`src/rtl/mem_access_hs_pkg.sv`:
```
// -----------------------------------------------------------------------------
// mem_access_hs_pkg
// Shared constants for the memory-access stage: default datapath width, the
// access-size encoding, and helpers for byte enables and alignment.
// No ports (package).
// -----------------------------------------------------------------------------
package mem_access_hs_pkg;

   localparam int XLEN_DEFAULT = 32;

   typedef enum logic [1:0] {
      BYTE  = 2'd0,
      HALF  = 2'd1,
      WORD  = 2'd2,
      DWORD = 2'd3
   } data_size_e;

   // Byte-enable pattern for an access of the given size, shifted to the byte
   // offset inside an 8-byte word. 32-bit users keep the low four bits.
   function automatic logic [7:0] byte_en(input data_size_e size, input logic [2:0] offset);
      logic [7:0] base;
      case (size)
         BYTE:    base = 8'h01;
         HALF:    base = 8'h03;
         WORD:    base = 8'h0F;
         default: base = 8'hFF;
      endcase
      return base << offset;
   endfunction

   // Natural alignment check. DWORD only exists on a 64-bit datapath, so on
   // a 32-bit datapath it always reports misaligned.
   function automatic logic is_aligned(input data_size_e size, input logic [2:0] addr_lo,
                                       input int xlen);
      logic ok;
      case (size)
         BYTE:    ok = 1'b1;
         HALF:    ok = ~addr_lo[0];
         WORD:    ok = (addr_lo[1:0] == 2'b00);
         default: ok = (xlen == 64) && (addr_lo == 3'b000);
      endcase
      return ok;
   endfunction

endpackage

```
`src/rtl/mem_access_hs_lane_align.sv`:
```
// -----------------------------------------------------------------------------
// mem_lane_align
// Purely combinational lane steering for the memory stage.
//   size, offset   : access size and byte offset inside the XLEN word
//   is_unsigned    : zero-extend loads instead of sign-extending
//   store_data     : raw store data (rs2), replicated onto the lanes
//   load_raw       : raw word returned by data memory
//   be             : byte enables for the access
//   wdata          : lane-steered store data
//   load_data      : load value shifted down and extended to XLEN
// -----------------------------------------------------------------------------
module mem_lane_align
   import mem_access_hs_pkg::*;
#(
   parameter int XLEN = XLEN_DEFAULT
) (
   input  data_size_e        size,
   input  logic              is_unsigned,
   input  logic [2:0]        offset,
   input  logic [XLEN-1:0]   store_data,
   input  logic [XLEN-1:0]   load_raw,
   output logic [XLEN/8-1:0] be,
   output logic [XLEN-1:0]   wdata,
   output logic [XLEN-1:0]   load_data
);

   logic [7:0]      be_full;
   logic [XLEN-1:0] shifted;
   logic [XLEN-1:0] mask;
   logic            sign;

   assign be_full = byte_en(size, offset);
   assign be      = be_full[XLEN/8-1:0];

   // Replicating the low bytes into every lane means the addressed lanes
   // always carry the right bytes whatever the offset.
   always_comb begin
      wdata = '0;
      for (int i = 0; i < XLEN/8; i++) begin
         case (size)
            BYTE:    wdata[i*8 +: 8] = store_data[7:0];
            HALF:    wdata[i*8 +: 8] = store_data[(i%2)*8 +: 8];
            WORD:    wdata[i*8 +: 8] = store_data[(i%4)*8 +: 8];
            default: wdata[i*8 +: 8] = store_data[i*8 +: 8];
         endcase
      end
   end

   assign shifted = load_raw >> {offset, 3'b000};

   // Extension via a keep-mask avoids zero-width replications when the
   // access is as wide as the datapath.
   always_comb begin
      mask = '0;
      sign = 1'b0;
      case (size)
         BYTE: begin
            mask[7:0] = '1;
            sign      = shifted[7];
         end
         HALF: begin
            mask[15:0] = '1;
            sign       = shifted[15];
         end
         WORD: begin
            mask[31:0] = '1;
            sign       = shifted[31];
         end
         default: begin
            mask = '1;
            sign = 1'b0;
         end
      endcase
      load_data = (shifted & mask) | ((sign & ~is_unsigned) ? ~mask : '0);
   end

endmodule

```
`src/rtl/mem_access_hs.sv`:
```
// -----------------------------------------------------------------------------
// mem_access_hs
// Memory-access pipeline stage with a request/grant data-memory handshake.
//   clk, rst_n               : clock, asynchronous active-low reset
//   valid_i, sel_rd_i, mem_re_i, mem_we_i, mem_size_i, mem_unsigned_i,
//   alu_result_i, data_i     : instruction arriving from execute
//   stall_i                  : downstream hold
//   stall_o                  : freezes upstream while an access is in flight
//   misaligned_o             : registered misaligned-access flag
//   dmem_*                   : data-memory request / response channel
//   mem_re_o, mem_we_o, sel_rd_o, alu_result_o, data_o : registered to WB
//   data_bypass_o            : forwarding value
//
// Handshake: dmem_req_o is held high with addr/be/we/wdata stable from the
// first REQ cycle until the cycle dmem_gnt_i is sampled high; that cycle
// completes the request. For loads the read data is taken in the first cycle
// dmem_rvalid_i is high at or after the grant cycle; rvalid seen while no
// load is outstanding is ignored. Upstream inputs stay frozen while stall_o=1.
//
// FSM state is visible as state_q (IDLE/REQ/WAIT/DONE).
// -----------------------------------------------------------------------------
module mem_access_hs
   import mem_access_hs_pkg::*;
#(
   parameter int XLEN       = XLEN_DEFAULT,  // 32 or 64
   parameter int ADDR_WIDTH = 12
) (
   input  logic                  clk,
   input  logic                  rst_n,
   input  logic                  valid_i,
   input  logic [4:0]            sel_rd_i,
   input  logic                  mem_re_i,
   input  logic                  mem_we_i,
   input  data_size_e            mem_size_i,
   input  logic                  mem_unsigned_i,
   input  logic [XLEN-1:0]       alu_result_i,
   input  logic [XLEN-1:0]       data_i,
   input  logic                  stall_i,
   output logic                  stall_o,
   output logic                  misaligned_o,
   output logic                  dmem_req_o,
   output logic                  dmem_we_o,
   output logic [ADDR_WIDTH-1:0] dmem_addr_o,
   output logic [XLEN/8-1:0]     dmem_be_o,
   output logic [XLEN-1:0]       dmem_wdata_o,
   input  logic                  dmem_gnt_i,
   input  logic                  dmem_rvalid_i,
   input  logic [XLEN-1:0]       dmem_rdata_i,
   output logic                  mem_re_o,
   output logic                  mem_we_o,
   output logic [4:0]            sel_rd_o,
   output logic [XLEN-1:0]       alu_result_o,
   output logic [XLEN-1:0]       data_o,
   output logic [XLEN-1:0]       data_bypass_o
);

   localparam int         OFF_W    = $clog2(XLEN/8);
   localparam logic [2:0] OFF_MASK = 3'(XLEN/8 - 1);

   localparam logic [1:0] S_IDLE = 2'd0;
   localparam logic [1:0] S_REQ  = 2'd1;
   localparam logic [1:0] S_WAIT = 2'd2;
   localparam logic [1:0] S_DONE = 2'd3;

   logic [1:0]            state_q, state_d;

   // Transaction registers captured when an access is accepted in IDLE.
   logic [ADDR_WIDTH-1:0] addr_q;
   data_size_e            size_q;
   logic                  uns_q;
   logic                  we_q;
   logic                  re_q;
   logic [XLEN/8-1:0]     be_q;
   logic [XLEN-1:0]       wdata_q;
   logic [4:0]            rd_q;
   logic [XLEN-1:0]       alu_q;
   logic [XLEN-1:0]       data_q;
   logic [XLEN-1:0]       rdata_q;

   logic                  in_idle;
   logic                  is_mem;
   logic                  aligned;
   logic                  access;
   logic                  misaligned_now;
   logic                  rdata_take;
   logic                  out_en;

   data_size_e            al_size;
   logic [2:0]            al_off;
   logic [XLEN/8-1:0]     al_be;
   logic [XLEN-1:0]       al_wdata;
   logic [XLEN-1:0]       al_load;

   assign in_idle        = (state_q == S_IDLE);
   assign is_mem         = valid_i & (mem_re_i | mem_we_i);
   assign aligned        = is_aligned(mem_size_i, alu_result_i[2:0], XLEN);
   assign access         = in_idle & is_mem & aligned;
   assign misaligned_now = is_mem & ~aligned;

   // One aligner serves both directions: in IDLE it steers the incoming
   // store, afterwards it extends the captured load word.
   assign al_size = in_idle ? mem_size_i : size_q;
   assign al_off  = in_idle ? (alu_result_i[2:0] & OFF_MASK) : (addr_q[2:0] & OFF_MASK);

   mem_lane_align #(.XLEN(XLEN)) u_align (
      .size        (al_size),
      .is_unsigned (uns_q),
      .offset      (al_off),
      .store_data  (data_i),
      .load_raw    (rdata_q),
      .be          (al_be),
      .wdata       (al_wdata),
      .load_data   (al_load)
   );

   // Read data arriving together with the grant is accepted immediately.
   assign rdata_take = dmem_rvalid_i &
                       ((state_q == S_WAIT) | ((state_q == S_REQ) & dmem_gnt_i & ~we_q));

   always_comb begin
      state_d = state_q;
      stall_o = 1'b0;
      case (state_q)
         S_IDLE: begin
            if (access) begin
               state_d = S_REQ;
               stall_o = 1'b1;
            end
         end
         S_REQ: begin
            stall_o = 1'b1;
            if (dmem_gnt_i) begin
               if (we_q || dmem_rvalid_i) state_d = S_DONE;
               else                       state_d = S_WAIT;
            end
         end
         S_WAIT: begin
            stall_o = 1'b1;
            if (dmem_rvalid_i) state_d = S_DONE;
         end
         S_DONE: begin
            if (!stall_i) state_d = S_IDLE;
         end
         default: state_d = S_IDLE;
      endcase
   end

   always_ff @(posedge clk or negedge rst_n) begin
      if (!rst_n) state_q <= S_IDLE;
      else        state_q <= state_d;
   end

   always_ff @(posedge clk or negedge rst_n) begin
      if (!rst_n) begin
         addr_q  <= '0;
         size_q  <= BYTE;
         uns_q   <= 1'b0;
         we_q    <= 1'b0;
         re_q    <= 1'b0;
         be_q    <= '0;
         wdata_q <= '0;
         rd_q    <= '0;
         alu_q   <= '0;
         data_q  <= '0;
         rdata_q <= '0;
      end else begin
         if (access) begin
            addr_q  <= alu_result_i[ADDR_WIDTH-1:0];
            size_q  <= mem_size_i;
            uns_q   <= mem_unsigned_i;
            we_q    <= mem_we_i;
            re_q    <= mem_re_i & ~mem_we_i;  // a store wins if both are set
            be_q    <= al_be;
            wdata_q <= al_wdata;
            rd_q    <= sel_rd_i;
            alu_q   <= alu_result_i;
            data_q  <= data_i;
         end
         if (rdata_take) rdata_q <= dmem_rdata_i;
      end
   end

   // Results retire from IDLE (anything that is not an accepted access) or
   // from DONE, and only while downstream is not holding.
   assign out_en = ~stall_i & ((in_idle & ~access) | (state_q == S_DONE));

   always_ff @(posedge clk or negedge rst_n) begin
      if (!rst_n) begin
         mem_re_o     <= 1'b0;
         mem_we_o     <= 1'b0;
         misaligned_o <= 1'b0;
         sel_rd_o     <= '0;
         alu_result_o <= '0;
         data_o       <= '0;
      end else if (out_en) begin
         if (state_q == S_DONE) begin
            mem_re_o     <= re_q;
            mem_we_o     <= we_q;
            misaligned_o <= 1'b0;
            sel_rd_o     <= rd_q;
            alu_result_o <= alu_q;
            data_o       <= re_q ? al_load : data_q;
         end else begin
            // A memory instruction reaching this branch is misaligned.
            mem_re_o     <= 1'b0;
            mem_we_o     <= 1'b0;
            misaligned_o <= misaligned_now;
            sel_rd_o     <= sel_rd_i;
            alu_result_o <= alu_result_i;
            data_o       <= data_i;
         end
      end
   end

   assign dmem_req_o    = (state_q == S_REQ);
   assign dmem_we_o     = dmem_req_o & we_q;
   assign dmem_addr_o   = {addr_q[ADDR_WIDTH-1:OFF_W], {OFF_W{1'b0}}};
   assign dmem_be_o     = be_q;
   assign dmem_wdata_o  = wdata_q;
   assign data_bypass_o = ((state_q == S_DONE) && re_q) ? al_load : alu_result_i;

endmodule

```
`config.mk`:
```
export PLATFORM = sky130hd
export DESIGN_NAME = mem_access_hs
export DESIGN_NICKNAME = d
export VERILOG_FILES = /design/src/rtl/mem_access_hs_pkg.sv /design/src/rtl/mem_access_hs_lane_align.sv /design/src/rtl/mem_access_hs.sv
export SDC_FILE = /design/constraint.sdc
export NUM_CORES = 1
export LEC_CHECK = 0
export ABC_AREA = 1
export CAP_MARGIN = 0
export CORE_MARGIN = 5
export CORE_UTILIZATION = 45
export CTS_BUF_LIST = sky130_fd_sc_hd__clkbuf_16
export CTS_CLUSTER_DIAMETER = 100
export CTS_CLUSTER_SIZE = 14
export DETAILED_ROUTE_END_ITERATION = 10
export GPL_ROUTABILITY_DRIVEN = 0
export PLACE_DENSITY = 0.82
export SLEW_MARGIN = 40
export SYNTH_ARGS = -nofsm -noshare
export SYNTH_HDL_FRONTEND = slang
export SYNTH_HIERARCHICAL = 1
export SYNTH_SLANG_ARGS = --single-unit
```
`constraint.sdc`:
```
create_clock -name clk -period 3 [get_ports clk]
set_input_delay 0.45 -clock clk [delete_from_list [all_inputs] [get_ports clk]]
set_output_delay 0.45 -clock clk [all_outputs]
set_load 0.005 [all_outputs]
```
==> impl_metrics.toml <==
[global_routing]
globalRoute.busiestLayer = "met2"
grt_use_met2 = 0.446
antenna_found_initial = 0
number_of_global_route_vias_before_repair = 10600
grt_pass1_wl_um = 61700
grt_max_degree = 91
globalRouteMet1Util = 0.403
grt_overflow = 0
grtUsageMet3 = 0.0675
gr-usage-all-layers = 0.292

[die]
starting_density = 0.460
die-area_sq_mm = 0.0273
pin_count = 267
floorplan.rows = 56
dieHeight_um = 165
core-area_sq_mm = 0.0236
dieWidth_um = 165

[critical_path]
origin_of_the_critical_flop_to_flop_path = "state_q[1]$_DFFE_PN0P_"
criticalPathCategory = "flop to primary output"
crit_path_end_kind = "primary output"
critPathArrivalTime_ns = 2.71
crit_start = "state_q[1]$_DFFE_PN0P_"
crit_fanout = 9
category_of_the_worst_setup_path_launch_point = "flop"
timing.critical_path.required_ns = 2.55

[finish]
multi_input_comb_area_sq_mm = 0.00483
filler_cell_count = 1964
post_route_cells_drive_above_1_share = 0.150
area_growth_pct = 37.6
diodes = 0
num-nets-final = 1858
area_taken_by_flip_flops_and_latches_sq_mm = 0.00541

[synth]
yosys_register_bits = 216
yosys_warnings = 6
synth_seq_area_share = 0.498
ys_dominant_reg_cell = "sky130_fd_sc_hd__dfrtp_1"
synth-async-reset-ratio = 1.00
synthesis.area_sq_mm = 0.0109
synth_area_leaders = "sky130_fd_sc_hd__dfrtp_1 (50%), sky130_fd_sc_hd__nand2_1 (24%), sky130_fd_sc_hd__o21ai_0 (6.7%)"
synth_enable_flop_cells = 0
synth.avg_cell_area_sq_um = 7.58
synthDominantAreaCellType = "sky130_fd_sc_hd__dfrtp_1"
synth.top_cell.area_share = 0.498
synth_cell_type_count = 30
synthesis.instances = 1432

[timing]
relSlewSlack = 0.545
final_hold_violation_count = 0
fmaxAchievable_mhz = 316
final_clock_skew_ns = 0.0188
totalNegativeSetupSlack_ns = -3.20
slew_violations = 0
setup-violations-final = 28
hold_slack_ns = 0.472
worstMarginPinSlew_ns = 0.683
unrepaired_setup_endpoints_after_global_routing = "yes"
min_period_over_period = 1.05
fin_ws_ns = -0.161
period_needed_ns = 3.16

[clock_network]
worstSkewPairLatency_ns = 0.50
cts.htree.levels = 1
cts.path.max_buffers = 3
clock-sinks = 216
clock_tree.root_cell = "sky130_fd_sc_hd__clkbuf_16"
tritoncts_clock_tree = "done"
clkSlewWorstSetupHoldPaths_ns = 0.07
cts-buffers-inserted = 19

[detailed_routing]
drt_iter0_drc = 1590
drt_drc_violations_left = 0
dr_total_vias = 11300
drt-vias-per-instance = 5.47
detail_route.first_pass.iterations = 6
avgRoutedWirePerCell_um = 19.8
drt_wl_total_um = 40900
ant_nets = 0

[worst_hold_path]
holdCritPathClass = "flop to flop"
min_from = "data_o[8]$_DFFE_PN0P_"

[power]
vdd_drop_max_v = 0.000494
power.density_mw_per_mm2 = 1060
power_leakage_uw = 0.00753

[placed_design]
io_buffers = 264
place_ws_ns = -0.481
dp_hpwl_um = 29400

[run_status]
violations = "setup timing"
run_status = "finished, violations left"

[job]
cap_violations = 0
## sequential cells by signal, indices dropped and copies added (netlist names), 2 cells and up
| signal | count |
|---|---|
| rd_q | 5 |
| addr_q | 11 |
| alu_q | 21 |
| dmem_be_o | 4 |
| state_q | 2 |
| sel_rd_o | 5 |
| dmem_wdata_o | 32 |
| size_q | 2 |
| rdata_q | 32 |
| alu_result_o | 32 |
| data_q | 32 |
| data_o | 32 |
## cell type report
type	instances	area share
clock inverters	2	0.000837
inverters	70	0.0186
repair buffers	383	0.237
well taps	319	0.0267
multi-input cells	1052	0.323
flip-flops and latches	216	0.362
clock buffers	19	0.0318
## stage by stage
step	total power, uW	cells	util	cell area (sq um)
final	15900	2061	0.633	15000
after global routing	16900	2061	0.633	15000
after CTS	15600	2056	0.629	14900
after detailed placement	13100	2016	0.601	14200
after global placement	12800	2016	0.601	14200
after floorplan	9060	1438	-	10900
## cell usage in the layout (no fill, tap or decap), drive strengths merged
cell	instances
a21oi	2
mux2	32
nand3	127
o22ai	1
or2	1
dfrtp	216
buf	142
clkinv	2
conb	7
clkdlybuf4s50	231
nand2	704
o21a	1
dlygate4sd2	4
nor3	3
clkbuf	22
clkinvlp	2
nor2	24
clkdlybuf4s15	2
inv	68
dlygate4sd3	1
o21ai	145
a221oi	1
ha	4
## layer usage
| layer | vias up | share of wire |
|---|---|---|
| met5 | - | 0 |
| met4 | 0 | 0.050 |
| met3 | 133 | 0.12 |
| met2 | 733 | 0.44 |
| met1 | 5298 | 0.39 |
| li1 | 5102 | - |
## cell families (layout without fill, tap and decap cells)
logic type | after synthesis | count (layout) | synth area share
AO/OA/AOI/OAI | 150 | 150 | 0.0698
adder cells (fa/ha/maj) | 4 | 4 | 0.00461
buffers and inverters | 171 | 474 | 0.0757
flip-flops | 216 | 216 | 0.498
multiplexers | 32 | 32 | 0.0332
other | 1 | 7 | 0.000345
AND/OR/NAND/NOR | 858 | 859 | 0.319
## final timing paths
check / end / slack [ns] / cells after the start
setup / recovery: data_bypass_o[20] / -0.16 / 17
hold / removal: data_o[8]$_DFFE_PN0P_ / 0.47 / 2
setup reg to reg: data_o[0]$_DFFE_PN0P_ / 0.51 / 17
hold reg to reg: data_o[8]$_DFFE_PN0P_ / 0.47 / 2
max in group asynchronous: dmem_wdata_o[18]$_DFFE_PN0P_ / 1.53 / 3
min in group asynchronous: sel_rd_o[0]$_DFFE_PN0P_ / 0.56 / 2
## synthesized netlist by cell type (3+ instances only)
library cell / n
sky130_fd_sc_hd__nand2_1: 696
sky130_fd_sc_hd__dfrtp_1: 216
sky130_fd_sc_hd__o21ai_0: 145
sky130_fd_sc_hd__nand3_1: 122
sky130_fd_sc_hd__inv_1: 64
sky130_fd_sc_hd__buf_2: 37
sky130_fd_sc_hd__mux2_2: 32
sky130_fd_sc_hd__buf_4: 27
sky130_fd_sc_hd__clkbuf_1: 24
sky130_fd_sc_hd__nor2_1: 20
sky130_fd_sc_hd__buf_1: 9
sky130_fd_sc_hd__nand2_2: 7
sky130_fd_sc_hd__buf_6: 4
sky130_fd_sc_hd__ha_1: 4
sky130_fd_sc_hd__inv_2: 4
sky130_fd_sc_hd__nand3_2: 3
## power by group
| part | switching [uW] | total (uW) | leakage, uW | internal [uW] |
|---|---|---|---|---|
| Clock | 1060 | 2190 | 0.000244 | 1130 |
| Combinational | 4400 | 8280 | 0.00461 | 3880 |
| Sequential | 1070 | 5430 | 0.00268 | 4350 |
| Total | 6530 | 15900 | 0.00753 | 9360 |
## worst max-delay path, stage by stage (launching register included)
cell and delay (ns):
sky130_fd_sc_hd__dfrtp_1 0.40, sky130_fd_sc_hd__inv_2 0.09, sky130_fd_sc_hd__ha_4 0.16, sky130_fd_sc_hd__inv_6 0.06, sky130_fd_sc_hd__nand2_4 0.06, sky130_fd_sc_hd__o21ai_4 0.06
sky130_fd_sc_hd__buf_6 0.12, sky130_fd_sc_hd__nor2_4 0.14, sky130_fd_sc_hd__nand3_2 0.11, sky130_fd_sc_hd__nor2_4 0.12, sky130_fd_sc_hd__nand2_2 0.07, sky130_fd_sc_hd__nand3_4 0.14
sky130_fd_sc_hd__nand3_4 0.14, sky130_fd_sc_hd__buf_6 0.16, sky130_fd_sc_hd__nand2_2 0.05, sky130_fd_sc_hd__nand2_1 0.07, sky130_fd_sc_hd__o21ai_1 0.11, sky130_fd_sc_hd__buf_2 0.14
## what timing repair did
action	CTS	global route
gates resized for setup	166	28
setup buffers	16	5
setup endpoints to repair	32	32
hold buffers	1	0
pin swaps	11	12
cloned	2	0
hold endpoints to repair	46	0
Power figures use the tool's default switching activity.
